==> src/rtl/spy_path_sequencer.sv <==
// -----------------------------------------------------------------------------
// spy_path_sequencer
//
// Measurement controller for a chained spy delay path. Each trial toggles the
// chain input, samples the chain output a programmable number of cycles later,
// and scores the sample as a hit (settled to the expected value) or a miss.
// A run is a host-requested number of such trials; hit/miss totals are held
// after the run until the next accepted start.
//
// Ports:
//   clk          in   system clock, rising edge
//   rst          in   synchronous active-high reset
//   start        in   begin a run (accepted only from IDLE, not in a done cycle)
//   capture_dly  in   launch-to-capture distance in cycles (0 behaves as 1)
//   num_trials   in   launches per run
//   busy         out  run in progress
//   done         out  one-cycle pulse at end of run
//   hit_count    out  captures equal to the expected settled value (saturating)
//   miss_count   out  captures not equal to the expected value (saturating)
//   path_in      out  drives the chain input
//   path_result  in   chain output (asynchronous, deliberately unsynchronised)
//   trace        out  [SPY_TRACE_EN only] per-trial hit history, LSB newest
//
// Build option: define SPY_TRACE_EN to add the 32-bit trace output.
// -----------------------------------------------------------------------------
module spy_path_sequencer #(
    parameter bit CHAIN_INVERTS = 1'b0,
    parameter int DLY_W         = 8,
    parameter int TRIAL_W       = 16,
    parameter int SETTLE_CYC    = 4
) (
    input  logic               clk,
    input  logic               rst,
    input  logic               start,
    input  logic [DLY_W-1:0]   capture_dly,
    input  logic [TRIAL_W-1:0] num_trials,
    output logic               busy,
    output logic               done,
    output logic [TRIAL_W-1:0] hit_count,
    output logic [TRIAL_W-1:0] miss_count,
    output logic               path_in,
    input  logic               path_result
`ifdef SPY_TRACE_EN
    ,
    output logic [31:0]        trace
`endif
);

    // One down-counter serves both the capture wait and the settle gap, so it
    // must be wide enough for whichever of the two is larger.
    localparam int SET_W = $clog2(SETTLE_CYC + 1);
    localparam int CNT_W = (DLY_W > SET_W) ? DLY_W : SET_W;
    localparam logic [CNT_W-1:0] SETTLE_LOAD = CNT_W'(SETTLE_CYC - 1);
    localparam logic [TRIAL_W-1:0] CNT_MAX = {TRIAL_W{1'b1}};

    typedef enum logic [2:0] {
        IDLE,
        LAUNCH,
        WAIT,
        CAPTURE,
        SETTLE,
        FIN
    } state_e;

    state_e             state_q, state_d;
    logic [DLY_W-1:0]   dly_q, dly_d;
    logic [TRIAL_W-1:0] trials_q, trials_d;
    logic [CNT_W-1:0]   cnt_q, cnt_d;
    logic [TRIAL_W-1:0] hit_q, hit_d;
    logic [TRIAL_W-1:0] miss_q, miss_d;
    logic               busy_q, busy_d;
    logic               done_q, done_d;
    logic               path_in_q, path_in_d;
    logic               expected_q, expected_d;
    // The chain output is sampled raw on purpose: the measurement is whether
    // it has settled by the capture edge. Timing treats this as a false path,
    // and the attribute stops the register being merged or optimised away.
    (* keep = "true" *) logic sample_q;
    logic               sample_d;
    logic               sample_match;
`ifdef SPY_TRACE_EN
    logic [31:0]        trace_q, trace_d;
`endif

    always_comb begin
        // NOTE: every variable gets a default before the case so no path
        // through this block leaves one unassigned and infers a latch.
        state_d      = state_q;
        dly_d        = dly_q;
        trials_d     = trials_q;
        cnt_d        = cnt_q;
        hit_d        = hit_q;
        miss_d       = miss_q;
        busy_d       = busy_q;
        done_d       = 1'b0;
        path_in_d    = path_in_q;
        expected_d   = expected_q;
        sample_d     = sample_q;
        sample_match = (sample_q == expected_q);
`ifdef SPY_TRACE_EN
        trace_d      = trace_q;
`endif

        unique case (state_q)
            IDLE: begin
                // done_q high means the previous run is still closing out.
                if (start && !done_q) begin
                    dly_d    = (capture_dly == '0) ? DLY_W'(1) : capture_dly;
                    trials_d = num_trials;
                    hit_d    = '0;
                    miss_d   = '0;
                    busy_d   = 1'b1;
`ifdef SPY_TRACE_EN
                    trace_d  = '0;
`endif
                    state_d  = (num_trials == '0) ? FIN : LAUNCH;
                end
            end

            LAUNCH: begin
                path_in_d  = ~path_in_q;
                expected_d = ~path_in_q ^ CHAIN_INVERTS;
                cnt_d      = CNT_W'(dly_q - DLY_W'(1));
                state_d    = WAIT;
            end

            WAIT: begin
                // Leaving WAIT on this edge puts the sample exactly dly
                // edges after the edge that toggled path_in.
                if (cnt_q == '0) begin
                    sample_d = path_result;
                    state_d  = CAPTURE;
                end else begin
                    cnt_d = cnt_q - CNT_W'(1);
                end
            end

            CAPTURE: begin
                if (sample_match) begin
                    if (hit_q != CNT_MAX) hit_d = hit_q + TRIAL_W'(1);
                end else begin
                    if (miss_q != CNT_MAX) miss_d = miss_q + TRIAL_W'(1);
                end
`ifdef SPY_TRACE_EN
                trace_d  = {trace_q[30:0], sample_match};
`endif
                trials_d = trials_q - TRIAL_W'(1);
                cnt_d    = SETTLE_LOAD;
                state_d  = SETTLE;
            end

            SETTLE: begin
                if (cnt_q == '0) begin
                    state_d = (trials_q != '0) ? LAUNCH : FIN;
                end else begin
                    cnt_d = cnt_q - CNT_W'(1);
                end
            end

            FIN: begin
                done_d  = 1'b1;
                busy_d  = 1'b0;
                state_d = IDLE;
            end

            default: state_d = IDLE;
        endcase
    end

    always_ff @(posedge clk) begin
        // NOTE: state registers use non-blocking assignment so every flop
        // samples the pre-edge values, independent of statement order.
        if (rst) begin
            state_q    <= IDLE;
            dly_q      <= '0;
            trials_q   <= '0;
            cnt_q      <= '0;
            hit_q      <= '0;
            miss_q     <= '0;
            busy_q     <= 1'b0;
            done_q     <= 1'b0;
            path_in_q  <= 1'b0;
            expected_q <= 1'b0;
            sample_q   <= 1'b0;
`ifdef SPY_TRACE_EN
            trace_q    <= '0;
`endif
        end else begin
            state_q    <= state_d;
            dly_q      <= dly_d;
            trials_q   <= trials_d;
            cnt_q      <= cnt_d;
            hit_q      <= hit_d;
            miss_q     <= miss_d;
            busy_q     <= busy_d;
            done_q     <= done_d;
            path_in_q  <= path_in_d;
            expected_q <= expected_d;
            sample_q   <= sample_d;
`ifdef SPY_TRACE_EN
            trace_q    <= trace_d;
`endif
        end
    end

    assign busy       = busy_q;
    assign done       = done_q;
    assign hit_count  = hit_q;
    assign miss_count = miss_q;
    assign path_in    = path_in_q;
`ifdef SPY_TRACE_EN
    assign trace      = trace_q;
`endif

endmodule
==> config.mk <==
export PLATFORM = sky130hd
export DESIGN_NAME = spy_path_sequencer
export DESIGN_NICKNAME = d
export VERILOG_FILES = /design/src/rtl/spy_path_sequencer.sv
export SDC_FILE = /design/constraint.sdc
export NUM_CORES = 1
export LEC_CHECK = 0
export CAP_MARGIN = 15
export CORE_MARGIN = 1
export CORE_UTILIZATION = 30
export CTS_CLUSTER_SIZE = 10
export DETAILED_ROUTE_END_ITERATION = 16
export DONT_BUFFER_PORTS = 1
export REMOVE_ABC_BUFFERS = 1
export SLEW_MARGIN = 10
export SYNTH_ARGS = -nofsm -noshare
export SYNTH_HDL_FRONTEND = slang
export SYNTH_SLANG_ARGS = --single-unit
==> constraint.sdc <==
create_clock -name clk -period 2.3 [get_ports clk]
set_input_delay 0.46 -clock clk [delete_from_list [all_inputs] [get_ports clk]]
set_output_delay 0.46 -clock clk [all_outputs]
set_load 0.005 [all_outputs]
; ---- Yosys cells after proc, flatten, opt, wreduce, memory -nomap -nowiden
; Index checks and enable logic that the tools add are counted.
[word_totals]
register_bits = 71
out_inout_bits = 35
elab_cells = 72
inputBits = 28
[op_classes]
bitwise_logic = 1
n_mux = 21
eq_ne = 16
reduce_logical = 19
add_sub_neg = 5
[ops]
columns = cell, n
row1 = 16-bit two-way mux, 6
row2 = 16-bit one-hot mux with 2 select lines, 3
row3 = 16-bit by 1-bit adder with 16-bit output (second input constant), 2
row4 = 16-bit inequality test (second input constant), 2
row5 = 8-bit one-hot mux with 3 select lines, 1
row6 = 16-bit zero test, 1
row7 = 8-bit zero test, 2
row8 = 8-bit two-way mux, 2
row9 = 2-bit inequality test (second input constant), 8
row10 = 16-bit nonzero test, 1
row11 = 16-bit by 1-bit subtractor with 16-bit output (second input constant), 1
row12 = 8-bit by 1-bit subtractor with 8-bit output (second input constant), 2
row13 = 3-bit two-way mux, 5
row14 = 3-bit one-hot mux with 5 select lines, 1
row15 = 2-bit AND reduction, 5
row16 = 4-bit AND reduction, 2
row17 = 3-bit by 2-bit == test with 1-bit output (second input constant), 2
row18 = 3-bit == test (second input constant), 2
row19 = 2-bit nonzero test, 2
row20 = 3-bit by 1-bit == test with 1-bit output (second input constant), 1
row21 = 3-bit zero test, 1
row22 = 3-bit AND reduction, 1
row23 = 3-bit nonzero test, 1
row24 = 1-bit two-way mux, 2
row25 = other kinds (6), 6

; ---- Depth between registers and ports, before layout
; Gate-level depths: netlist of the first run.
[depth]
depth_word = 4
mapped_depth = 10
mapped_depth_nobuf = 9

; ---- Worst setup path after synthesis of the first run
; Ideal clock, no wire load.
[synth_timing]
path_type = reg2reg
startpoint = reg state_q[1]
endpoint = reg cnt_q[2]
path_stages_with_launch = 11
t_arrival_ns = 2.023
setup_slack_ns = 0.207
path_buffers = 1
setup_time_ns = 0.070
path_cell_list = dfxtp_1 buf_2 xor2_1 nand2_1 mux2i_1 ha_1 or3_1 o211ai_1 o21ai_0 a21bo_2 a21oi_1
[synth_via]
elab_chain_len = 4
elab_cells_between_ends = 9
cone_classes = eq/ne (5) / mux (1) / reduce/logical (3)
[synth_rtl]
columns = item, line
row1 = start: declaration, 65  ; state_e state_q, state_d;
row2 = start signal: assignment, 189  ; state_q <= state_d;
row3 = 3-bit == test / 3-bit by 2-bit == test with 1-bit output (equally long branches), 104  ; unique case (state_q)
row4 = 2-bit OR reduction (no source line), n/a
row5 = 2-bit inequality test (no source line) / 3-bit nonzero test (equally long branches), n/a
row6 = 2-bit AND reduction (no source line), n/a
row7 = end signal: assignment, 192  ; cnt_q <= cnt_d;
row8 = end: declaration, 68  ; logic [CNT_W-1:0] cnt_q, cnt_d;
; Parallel ways exist; a longest one is shown, timed or not.
; A chain may end at the register's enable or synchronous reset.

; ---- Worst setup path in the final report of the first run
[layout_timing]
startpoint = reg sample_q
endpoint = reg miss_q[15] (netlist: miss_count[15])
[layout_via]
elab_chain_len = 3
[layout_rtl]
columns = item, line
row1 = start: declaration, 78  ; (* keep = "true" *) logic sample_q;
row2 = start signal: assignment, 199  ; sample_q <= sample_d;
row3 = 1-bit == test, 99  ; sample_match = (sample_q == expected_q);
row4 = 2-bit inequality test (no source line), n/a
row5 = 4-bit AND reduction (no source line), n/a
row6 = end signal: assignment, 194  ; miss_q <= miss_d;
row7 = end: declaration, 70  ; logic [TRIAL_W-1:0] miss_q, miss_d;
; Every way passes these cells.

==> results by group, run 1 <==
Clock network
  – Clock root buffer: sky130_fd_sc_hd__clkbuf_16
  – Clk pin slew, worst setup/hold paths: 0.06 ns
  – Count of hold-fix buffers inserted at cts: 0
  – Number of H-tree levels: 3
  – CTS max path bufs: 2
  – CTS Buf Count: 9
  – Resized cells post-CTS: 0
  – Total setup buffers inserted after CTS: 0
  – Clock Sink Count: 71
  – CTS tree: yes
  – Clk Latency, worst-skew pair: 0.33 ns

Global routing
  – Largest net degree at the start of global routing: 44
  – Total overflow reported by the global router: 0
  – Initial antenna violation count: 0
  – First-pass GRT wire length: 16.7 mm
  – Vias in the first global route: 3469
  – GRT Overall Usage: 15.8%

Synthesis
  – Largest family of logic cells by synthesized area: simple AND/OR/NAND/NOR gates
  – Sequential fraction of the synthesis area: 36.4%
  – Area fraction in compound gates after synthesis: 19.9%
  – Number of different library cells in the post-synthesis netlist: 67
  – Post-Synthesis Cell Area: 3900 µm²
  – Number of flops mapped to enable cells by yosys: 0
  – Average footprint of a synthesized cell: 7.99 µm²
  – Count of warnings emitted by yosys: 0
  – Mux share of post-synthesis cell area: 2.09%
  – Mapped Cells: 488
  – Basic-gate share of the synthesized area counting and, or, nand and nor cells: 28.6%
  – Top area cells in the synthesized netlist: sky130_fd_sc_hd__dfxtp_1 (36%), sky130_fd_sc_hd__nand2_1 (5.1%), sky130_fd_sc_hd__a21oi_1 (4.6%)
  – Commonest register cell after synthesis: sky130_fd_sc_hd__dfxtp_1
  – Cell taking the most area after synthesis: sky130_fd_sc_hd__dfxtp_1
  – FF+latch count, synth: 71
  – XOR/XNOR share of the synthesized area: 6.96%
  – Portion of synthesized cell area occupied by the leading cell type: 36.4%
  – Share of async-settable or async-resettable flops after synthesis: 0%
  – Adder-cell share of the synthesized area: 1.86%

Place
  – Count of buffers from port buffering: 0
  – Final weighted congestion of routability-driven global placement: 0.904
  – Pre-CTS setup slack: 0.251 ns
  – Final HPWL from detailed placement: 7.56 mm

Timing
  – F_max: 0.488 GHz
  – Final setup violation count: 0
  – Worst-margin pin slew: 0.655 ns
  – Slew margin rel.: 56.0%
  – Worst Skew: 0.00575 ns
  – Final period util: 89.0%
  – Final Hold Slack: 0.194 ns
  – Minimum clock period after layout: 2.05 ns
  – Fin. max-slew vios: 0
  – RSZ-0062 raised after global routing: no
  – Final critical-path setup slack: 0.253 ns
  – Final count of hold timing violations: 0

Finish
  – Commonest non-fill, non-tap cell in the layout: sky130_fd_sc_hd__dfxtp_1
  – Ant diodes: 0
  – Commonest cells after routing, fill and taps aside: sky130_fd_sc_hd__dfxtp_1 (71), sky130_fd_sc_hd__nand2_1 (53), sky130_fd_sc_hd__nor2_1 (46)
  – Area added between synthesis and finish: 16.6%
  – Share of layout cells above drive strength 1: 10.5%
  – Final net count: 534
  – Final-layout fill cell count: 1295

Floorplan
  – Chip height: 116 µm
  – # IOs: 63
  – # rows: 41
  – Horiz. Die Dim: 116 µm
  – Area of the die: 13500 µm²
  – Starting density of the core: 30.8%
  – Placeable core area: 12700 µm²

Setup path
  – Nature of the critical path startpoint: register
  – Capturing element type of the critical path: register
  – Critical Setup Path Class: reg2reg
  – Arrival time at the worst endpoint: 2.31 ns
  – Reg2reg path depth: 5
  – Worst-path fanout max: 10
  – Slack of the worst reg-to-reg path: 0.25 ns
  – Critical path data required time: 2.57 ns

Power
  – Leakage dissipation: 1.60 nW
  – P per Cell Area: 1180 nW/µm²
  – Worst-case vdd ir drop: 0.434 mV

Detailed routing
  – DRT iter0 DRCs: 182
  – Router iterations before antenna repair: 4
  – Via count: 3692
  – Via-per-instance ratio: 5.45
  – Post-route DRC: 0
  – Routed Wire Length: 10.2 mm
  – Routed wirelength normalized by instance count: 15.0 µm
  – DRT antenna net count: 0

Flow run
  – Max cap viols: 0

Outcome
  – Result of the run: finished clean

Hold path
  – Worst hold path depth: 1
  – Worst min-delay path class: in2reg
==> routing by layer <==
layer / global-route usage [%] / wire length (µm)
met1: 18.3 / 4240
met2: 25.8 / 4860
met3: 5.60 / 735
met4: 8.12 / 326
met5: 0 / 0
==> registers in the layout (all words and copies together) (netlist names) <==
signal,count
hit_count,16
miss_count,16
trials_q,16
cnt_q,8
dly_q,8
state_q,3
busy,1
done,1
expected_q,1
sample_q,1
==> where the power goes <==
group | internal (mW) | total, mW | switching, mW
registers | 1.44 | 1.66 | 0.227
logic | 0.926 | 2.17 | 1.24
clock network | 1.01 | 1.52 | 0.512
total | 3.37 | 5.35 | 1.98
==> worst paths after layout <==
check / start / to
max reg2reg: sample_q / miss_count[15]
max: sample_q / miss_count[15]
min: rst / dly_q[7]
min reg2reg: dly_q[7] / dly_q[7]
==> kinds of logic after synthesis <==
logic type / Yosys count
buffers and inverters: 40
XOR/XNOR: 31
multiplexers: 8
AND/OR/NAND/NOR: 214
adder cells (fa/ha/maj): 6
AO/OA/AOI/OAI: 118
flip-flops: 71
==> worst max-delay path, stage by stage, from the launching register on <==
cell	delay, ns
sky130_fd_sc_hd__dfxtp_1	0.38
sky130_fd_sc_hd__xor2_1	0.42
sky130_fd_sc_hd__a22oi_1	0.18
sky130_fd_sc_hd__a311o_1	0.43
sky130_fd_sc_hd__or4_1	0.43
sky130_fd_sc_hd__a21oi_1	0.15
==> layout make-up <==
type	count	area (µm²)	share of cell area, %
well taps	172	215	4.73
inverters	13	48.8	1.07
multi-input cells	377	2320	51.0
clock buffers	13	260	5.72
clock inverters	3	65.1	1.43
repair buffers	29	218	4.79
flip-flops and latches	71	1420	31.3
==> per-stage QoR <==
| stage | instances | cell area (µm²) | power (mW) | setup TNS [ns] | util (%) |
|---|---|---|---|---|---|
| floorplan | 461 | 3790 | 3.14 | -0.0261 | - |
| global placement | 662 | 4220 | 3.80 | 0 | 33.3 |
| detailed placement | 662 | 4220 | 3.83 | 0 | 33.3 |
| CTS | 678 | 4550 | 5.37 | 0 | 35.9 |
| global route | 678 | 4550 | 5.71 | 0 | 35.9 |
| finish | 678 | 4550 | 5.35 | 0 | 35.9 |
==> synthesized netlist by cell type, types with 6 or more instances <==
master                      n
sky130_fd_sc_hd__dfxtp_1   71
sky130_fd_sc_hd__nand2_1   53
sky130_fd_sc_hd__nor2_1    46
sky130_fd_sc_hd__a21oi_1   36
sky130_fd_sc_hd__nand3_1   22
sky130_fd_sc_hd__xnor2_1   19
sky130_fd_sc_hd__nor3_1    17
sky130_fd_sc_hd__clkbuf_1  15
sky130_fd_sc_hd__o21ai_0   15
sky130_fd_sc_hd__inv_1     12
sky130_fd_sc_hd__xor2_1    12
sky130_fd_sc_hd__nor4_1    11
sky130_fd_sc_hd__or3_1     11
sky130_fd_sc_hd__nand4_1   10
sky130_fd_sc_hd__o211ai_1   8
sky130_fd_sc_hd__a211oi_1   7
sky130_fd_sc_hd__mux2i_1    7
sky130_fd_sc_hd__or4_1      7
sky130_fd_sc_hd__a31oi_1    6
sky130_fd_sc_hd__buf_2      6
sky130_fd_sc_hd__nand2b_1   6
No activity file was read; power rests on OpenSTA's default activity.
==> inputs of run 2 (changes only) <==
--- a/config.mk
+++ b/config.mk
@@ -12,6 +12,8 @@
 export DETAILED_ROUTE_END_ITERATION = 16
 export DONT_BUFFER_PORTS = 1
 export REMOVE_ABC_BUFFERS = 1
+export SETUP_SLACK_MARGIN = 0.15
+export SKIP_CTS_REPAIR_TIMING = 1
 export SLEW_MARGIN = 10
 export SYNTH_ARGS = -nofsm -noshare
 export SYNTH_HDL_FRONTEND = slang
==> run 2 against run 1 <==
Effect of this change:
- critical path depth up 1
- via count grew 0.19%
- flip-flop and latch count stayed put
- largest cell class unchanged
==> results by group, run 2 (same netlist as run 1, synthesis figures left out) <==
Finish
  – Area taken by flip-flops and latches: 1420 µm² (unchanged)
  – Post-layout utilization of the core: 36.2% (+0.31 points)
  – Final-layout fill cell count: 1286 (-0.69%)
  – Commonest non-fill, non-tap cell in the layout: sky130_fd_sc_hd__dfxtp_1
  – Ant diodes: 0 (unchanged)
  – Share of layout cells above drive strength 1: 11.3% (+0.79 points)
  – Area used by multi-input combinational logic: 2360 µm² (+1.7%)
  – Commonest cells after routing, fill and taps aside: sky130_fd_sc_hd__dfxtp_1 (71), sky130_fd_sc_hd__nand2_1 (53), sky130_fd_sc_hd__nor2_1 (46)
  – Area added between synthesis and finish: 17.6%
  – Final net count: 534 (unchanged)

Detailed routing
  – Router iterations before antenna repair: 4 (unchanged)
  – Routed Wire Length: 10.3 mm (+1.0%)
  – Post-route DRC: 0 (unchanged)
  – Via count: 3699 (+0.19%)
  – Routed wirelength normalized by instance count: 15.1 µm (+1.0%)
  – DRT iter0 DRCs: 202 (+11%)
  – DRT antenna net count: 0 (unchanged)
  – Via-per-instance ratio: 5.46 (+0.19%)

Setup path
  – Nature of the critical path startpoint: register
  – Bufs and invs on worst path: 0 (unchanged)
  – Crit-path cells: ha_1 > and2_1 > and2_1 > a311o_2 > or4_1 > a21oi_1
  – Cell family with the largest share of critical-path delay: simple AND/OR/NAND/NOR gates
  – Critical path data required time: 2.56 ns (about the same)
  – Delay of the slowest cell on the worst path: 0.47 ns (+0.04 ns)
  – Capturing element type of the critical path: register
  – Arrival time at the worst endpoint: 2.29 ns (-0.02 ns)
  – Critical Setup Path Class: reg2reg
  – Slowest CP cell: sky130_fd_sc_hd__a311o_2
  – Most frequent cell on the critical path: sky130_fd_sc_hd__and2_1
  – Worst-path fanout max: 10 (unchanged)

Floorplan
  – Horiz. Die Dim: 116 µm (unchanged)
  – Chip height: 116 µm (unchanged)
  – Placeable core area: 12700 µm² (unchanged)
  – Starting density of the core: 30.8% (unchanged)
  – # rows: 41 (unchanged)
  – # IOs: 63 (unchanged)
  – Area of the die: 13500 µm² (unchanged)

Timing
  – Setup TNS Final: 0 ns (unchanged)
  – Worst Skew: 0.00516 ns (-0.000587 ns)
  – Slew margin rel.: 64.6% (+8.6 points)
  – Worst-margin pin slew: 0.518 ns (-0.137 ns)
  – F_max: 0.494 GHz (+1.1%)
  – Minimum clock period after layout: 2.02 ns (-0.0224 ns)
  – Final count of hold timing violations: 0 (unchanged)
  – Fin. max-slew vios: 0 (unchanged)
  – RSZ-0062 raised after global routing: no
  – Final setup violation count: 0 (unchanged)
  – Final critical-path setup slack: 0.275 ns (+0.0224 ns)
  – Final Hold Slack: 0.199 ns (+0.00523 ns)
  – Final period util: 88.0% (-0.98 points)

Flow run
  – Max cap viols: 0 (unchanged)

Global routing
  – Total overflow reported by the global router: 0 (unchanged)
  – Initial antenna violation count: 0 (unchanged)
  – First-pass GRT wire length: 16.7 mm (unchanged)
  – Vias in the first global route: 3469 (unchanged)
  – Largest net degree at the start of global routing: 44 (unchanged)
  – GRT Overall Usage: 15.8% (unchanged)

Hold path
  – Worst min-delay path class: in2reg

Power
  – P per Cell Area: 1180 nW/µm² (+0.23%)
  – Combinational fraction of design power: 40.9% (+0.4 points)
  – Power consumption: 5.41 mW (+1.1%)
  – Leakage dissipation: 1.61 nW (+0.90%)
  – Power spent charging and discharging nets: 2.01 mW (+1.5%)
  – Internal Power: 3.40 mW (+0.83%)
  – Share of total power consumed by net switching: 37.2% (+0.16 points)
  – Clock share of power: 28.1% (-0.3 points)
  – Worst-case vdd ir drop: 0.434 mV (-0.15%)
  – Sequential share of power: 31.0% (about the same)

Place
  – Pre-CTS setup slack: 0.251 ns (unchanged)
  – Count of buffers from port buffering: 0 (unchanged)
  – Final HPWL from detailed placement: 7.56 mm (unchanged)
  – Final weighted congestion of routability-driven global placement: 0.904 (unchanged)

Clock network
  – CTS Buf Count: 9 (unchanged)
  – Clock Sink Count: 71 (unchanged)
  – Clk pin slew, worst setup/hold paths: 0.05 ns (about the same)
  – CTS max path bufs: 2 (unchanged)
  – Clk Latency, worst-skew pair: 0.33 ns (about the same)
  – Clock root buffer: sky130_fd_sc_hd__clkbuf_16
  – Number of H-tree levels: 3 (unchanged)
  – CTS tree: yes

Outcome
  – Result of the run: finished clean
[run 2: cell counts in the layout (fill, tap and decap cells not counted)]
Identical to the previous run, type by type.
[run 2: worst paths after layout]
path | from | end | slack [ns] | cells after the start
setup / recovery | miss_count[0] | miss_count[15] | 0.28 | 6
hold / removal | rst | dly_q[0] | 0.20 | 1
setup reg to reg | miss_count[0] | miss_count[15] | 0.28 | 6
hold reg to reg | dly_q[7] | dly_q[7] | 0.47 | 2
[run 2: power groups by stage]
stage / Combinational [mW] / Sequential (mW) / Clock (mW)
detailed placement: 2.15 / 1.69 / 0
CTS: 2.16 / 1.66 / 1.55
finish: 2.21 / 1.68 / 1.52
global route: 2.46 / 1.70 / 1.61
global placement: 2.13 / 1.67 / 0
floorplan: 1.45 / 1.69 / 0
[run 2: through the flow]
step	std cells	area, µm²
6_report	678	4590
2_1_floorplan	461	3790
4_1_cts	678	4550
3_5_place_dp	662	4220
3_3_place_gp	662	4220
5_1_grt	678	4590
[run 2: layout make-up]
cell class	count	area share, %
clock inverter	3	1.42
sequential	71	31.0
inverter	13	1.06
clock buffer	13	5.67
multi-input combinational	377	51.4
timing repair buffer	29	4.75
tap	172	4.69
[run 2: per-layer routing]
metal  track usage, %  vias to the layer above  part of all wire, %
met5                0                        -                    0
met4             8.12                        0                  2.9
met3             5.60                       22                  6.2
met2             25.8                       88                   48
met1             18.3                     1767                   43
li1                 -                     1822                    -
==> inputs of run 3 (changes only) <==
--- a/config.mk
+++ b/config.mk
@@ -6,11 +6,14 @@
 export NUM_CORES = 1
 export LEC_CHECK = 0
 export CAP_MARGIN = 15
+export CELL_PAD_IN_SITES_DETAIL_PLACEMENT = 1
+export CELL_PAD_IN_SITES_GLOBAL_PLACEMENT = 1
 export CORE_MARGIN = 1
 export CORE_UTILIZATION = 30
-export CTS_CLUSTER_SIZE = 10
+export CTS_CLUSTER_SIZE = 8
 export DETAILED_ROUTE_END_ITERATION = 16
 export DONT_BUFFER_PORTS = 1
+export PLACE_DENSITY_LB_ADDON = 0.1
 export REMOVE_ABC_BUFFERS = 1
 export SETUP_SLACK_MARGIN = 0.15
 export SKIP_CTS_REPAIR_TIMING = 1
==> run 3 against run 2 <==
Effect of this change:
- global-route usage rose by 3.4 points
- clock skew rose by 0.0018 ns
- die area unchanged
- power up 2.0%
- clock power barely moved
- register-to-register slack about the same
- core utilization rose by 0.21 points
- sequential power about the same
- maximum frequency down 0.67%
- non-clock buffer count grew 4
==> results by group, run 3 (same netlist as run 1, synthesis figures left out) <==
Finish
  – Area used by multi-input combinational logic: 2360 µm² (about the same)
  – Ant diodes: 0 (unchanged)
  – Final-layout fill cell count: 1560 (+21%)
  – Area added between synthesis and finish: 18.3%
  – Post-layout utilization of the core: 36.4% (+0.21 points)
  – Final Instance Count excl. Fillers: 683 (+0.74%)
  – Share of layout cells above drive strength 1: 13.3% (+2.0 points)
  – Commonest cells after routing, fill and taps aside: sky130_fd_sc_hd__dfxtp_1 (71), sky130_fd_sc_hd__nand2_1 (52), sky130_fd_sc_hd__nor2_1 (46)
  – Commonest non-fill, non-tap cell in the layout: sky130_fd_sc_hd__dfxtp_1
  – Final net count: 539 (+0.94%)
  – Area taken by flip-flops and latches: 1420 µm² (unchanged)

Clock network
  – Number of H-tree levels: 3 (unchanged)
  – Clk pin slew, worst setup/hold paths: 0.06 ns (about the same)
  – CTS tree: yes
  – Clock Sink Count: 71 (unchanged)
  – CTS Buf Count: 9 (unchanged)
  – Clock root buffer: sky130_fd_sc_hd__clkbuf_16
  – CTS max path bufs: 2 (unchanged)
  – Clk Latency, worst-skew pair: 0.35 ns (+0.02 ns)

Flow run
  – Max cap viols: 0 (unchanged)

Global routing
  – Vias in the first global route: 3819 (+10%)
  – Initial antenna violation count: 0 (unchanged)
  – Total overflow reported by the global router: 0 (unchanged)
  – First-pass GRT wire length: 19.8 mm (+18%)
  – Largest net degree at the start of global routing: 44 (unchanged)
  – GRT Overall Usage: 19.2% (+3.4 points)

Floorplan
  – Area of the die: 13500 µm² (unchanged)
  – Chip height: 116 µm (unchanged)
  – Starting density of the core: 30.8% (unchanged)
  – # IOs: 63 (unchanged)
  – Placeable core area: 12700 µm² (unchanged)
  – Horiz. Die Dim: 116 µm (unchanged)
  – # rows: 41 (unchanged)

Timing
  – RSZ-0062 raised after global routing: yes
  – Fin. max-slew vios: 0 (unchanged)
  – Final count of hold timing violations: 0 (unchanged)
  – Final critical-path setup slack: 0.262 ns (-0.0137 ns)
  – Final setup violation count: 0 (unchanged)
  – Slew margin rel.: 61.3% (-3.2 points)
  – Worst-margin pin slew: 0.565 ns (+0.0473 ns)
  – Worst Skew: 0.00701 ns (+0.00185 ns)
  – Final period util: 88.6% (+0.59 points)
  – Minimum clock period after layout: 2.04 ns (+0.0137 ns)
  – F_max: 0.491 GHz (-0.67%)
  – Setup TNS Final: 0 ns (unchanged)

Setup path
  – Critical Setup Path Class: reg2reg
  – Capturing element type of the critical path: register
  – Cell family with the largest share of critical-path delay: compound AO/OA/AOI/OAI gates
  – Bufs and invs on worst path: 1 (+1)
  – Crit-path cells: buf_4 > and3b_2 > a22oi_1 > a311o_2 > or4_1 > a21oi_1
  – Nature of the critical path startpoint: register
  – Worst-path fanout max: 15 (+5)
  – Reg2reg path depth: 6 (unchanged)
  – Slowest CP cell: sky130_fd_sc_hd__a311o_2
  – Delay of the slowest cell on the worst path: 0.44 ns (-0.03 ns)
  – Critical path data required time: 2.58 ns (+0.02 ns)
  – Arrival time at the worst endpoint: 2.32 ns (+0.03 ns)
  – Count of cell instances traversed by the critical path: 6 (unchanged)

Detailed routing
  – Post-route DRC: 0 (unchanged)
  – Router iterations before antenna repair: 4 (unchanged)
  – Routed wirelength normalized by instance count: 17.8 µm (+17%)
  – Via count: 3707 (+0.22%)
  – Routed Wire Length: 12.1 mm (+18%)
  – DRT antenna net count: 0 (unchanged)
  – DRT iter0 DRCs: 118 (-42%)
  – Via-per-instance ratio: 5.43 (-0.52%)

Place
  – Pre-CTS setup slack: 0.148 ns (-0.103 ns)
  – Final weighted congestion of routability-driven global placement: 0.794 (-12%)
  – Count of buffers from port buffering: 0 (unchanged)
  – Number of cells in the design after placement: 664 (+0.30%)
  – Final HPWL from detailed placement: 8.82 mm (+17%)

Power
  – P per Cell Area: 1200 nW/µm² (+1.4%)
  – Worst-case vdd ir drop: 0.383 mV (-12%)
  – Power spent charging and discharging nets: 2.15 mW (+7.1%)
  – Sequential share of power: 30.6% (-0.4 points)
  – Combinational fraction of design power: 41.4% (+0.5 points)
  – Clock share of power: 28.0% (about the same)
  – Power consumption: 5.52 mW (+2.0%)
  – Internal Power: 3.36 mW (-1.1%)
  – Leakage dissipation: 1.61 nW (about the same)
  – Share of total power consumed by net switching: 39.0% (+1.9 points)

Hold path
  – Worst min-delay path class: in2reg
  – Worst hold path depth: 1 (unchanged)

Outcome
  – Result of the run: finished clean
## run 3: changes by cell type in the layout (fill, tap and decap cells not counted), sizes merged
cell / before / now
clkbuf: 13 / 9
clkinv: 1 / 2
a311o: 1 / 2
buf: 29 / 33
inv: 13 / 15
clkinvlp: 0 / 1
## run 3: final timing paths
check | from | to | slack (ns)
min | rst | busy | 0.18
max reg2reg | state_q[2] | miss_count[15] | 0.26
max | state_q[2] | miss_count[15] | 0.26
min reg2reg | trials_q[5] | trials_q[5] | 0.49
## run 3: power groups by stage
stage	clock network, mW	logic [mW]	registers (mW)
after floorplan	0	1.45	1.69
after global placement	0	2.22	1.69
after detailed placement	0	2.24	1.70
after CTS	1.60	2.25	1.68
after global routing	1.64	2.56	1.73
final	1.54	2.28	1.69
## run 3: per-layer routing
layer / up-vias / part of all wire, % / global-route usage (%)
li1: 1833 / - / -
met1: 1802 / 45 / 22.9
met2: 57 / 48 / 32.7
met3: 15 / 5.3 / 5.91
met4: 0 / 1.4 / 6.24
met5: - / 0 / 0
## run 3: worst register-to-register path: stages (launching register included)
cell,delay [ns]
sky130_fd_sc_hd__dfxtp_1,0.33
sky130_fd_sc_hd__buf_4,0.20
sky130_fd_sc_hd__and3b_2,0.31
sky130_fd_sc_hd__a22oi_1,0.14
sky130_fd_sc_hd__a311o_2,0.44
sky130_fd_sc_hd__or4_1,0.41
sky130_fd_sc_hd__a21oi_1,0.15
## run 3: per-stage QoR
stage	instance area, µm²	hold WS [ns]
floorplan	3790	0.442
global placement	4240	0.465
detailed placement	4240	0.478
CTS	4560	0.166
global route	4610	0.170
finish	4610	0.184
## run 3: final cells by class
cell class / instances / area share (%)
well taps: 172 / 4.67
flip-flops and latches: 71 / 30.8
repair buffers: 33 / 5.37
multi-input cells: 378 / 51.2
clock inverters: 7 / 2.06
clock buffers: 9 / 4.88
inverters: 13 / 1.06
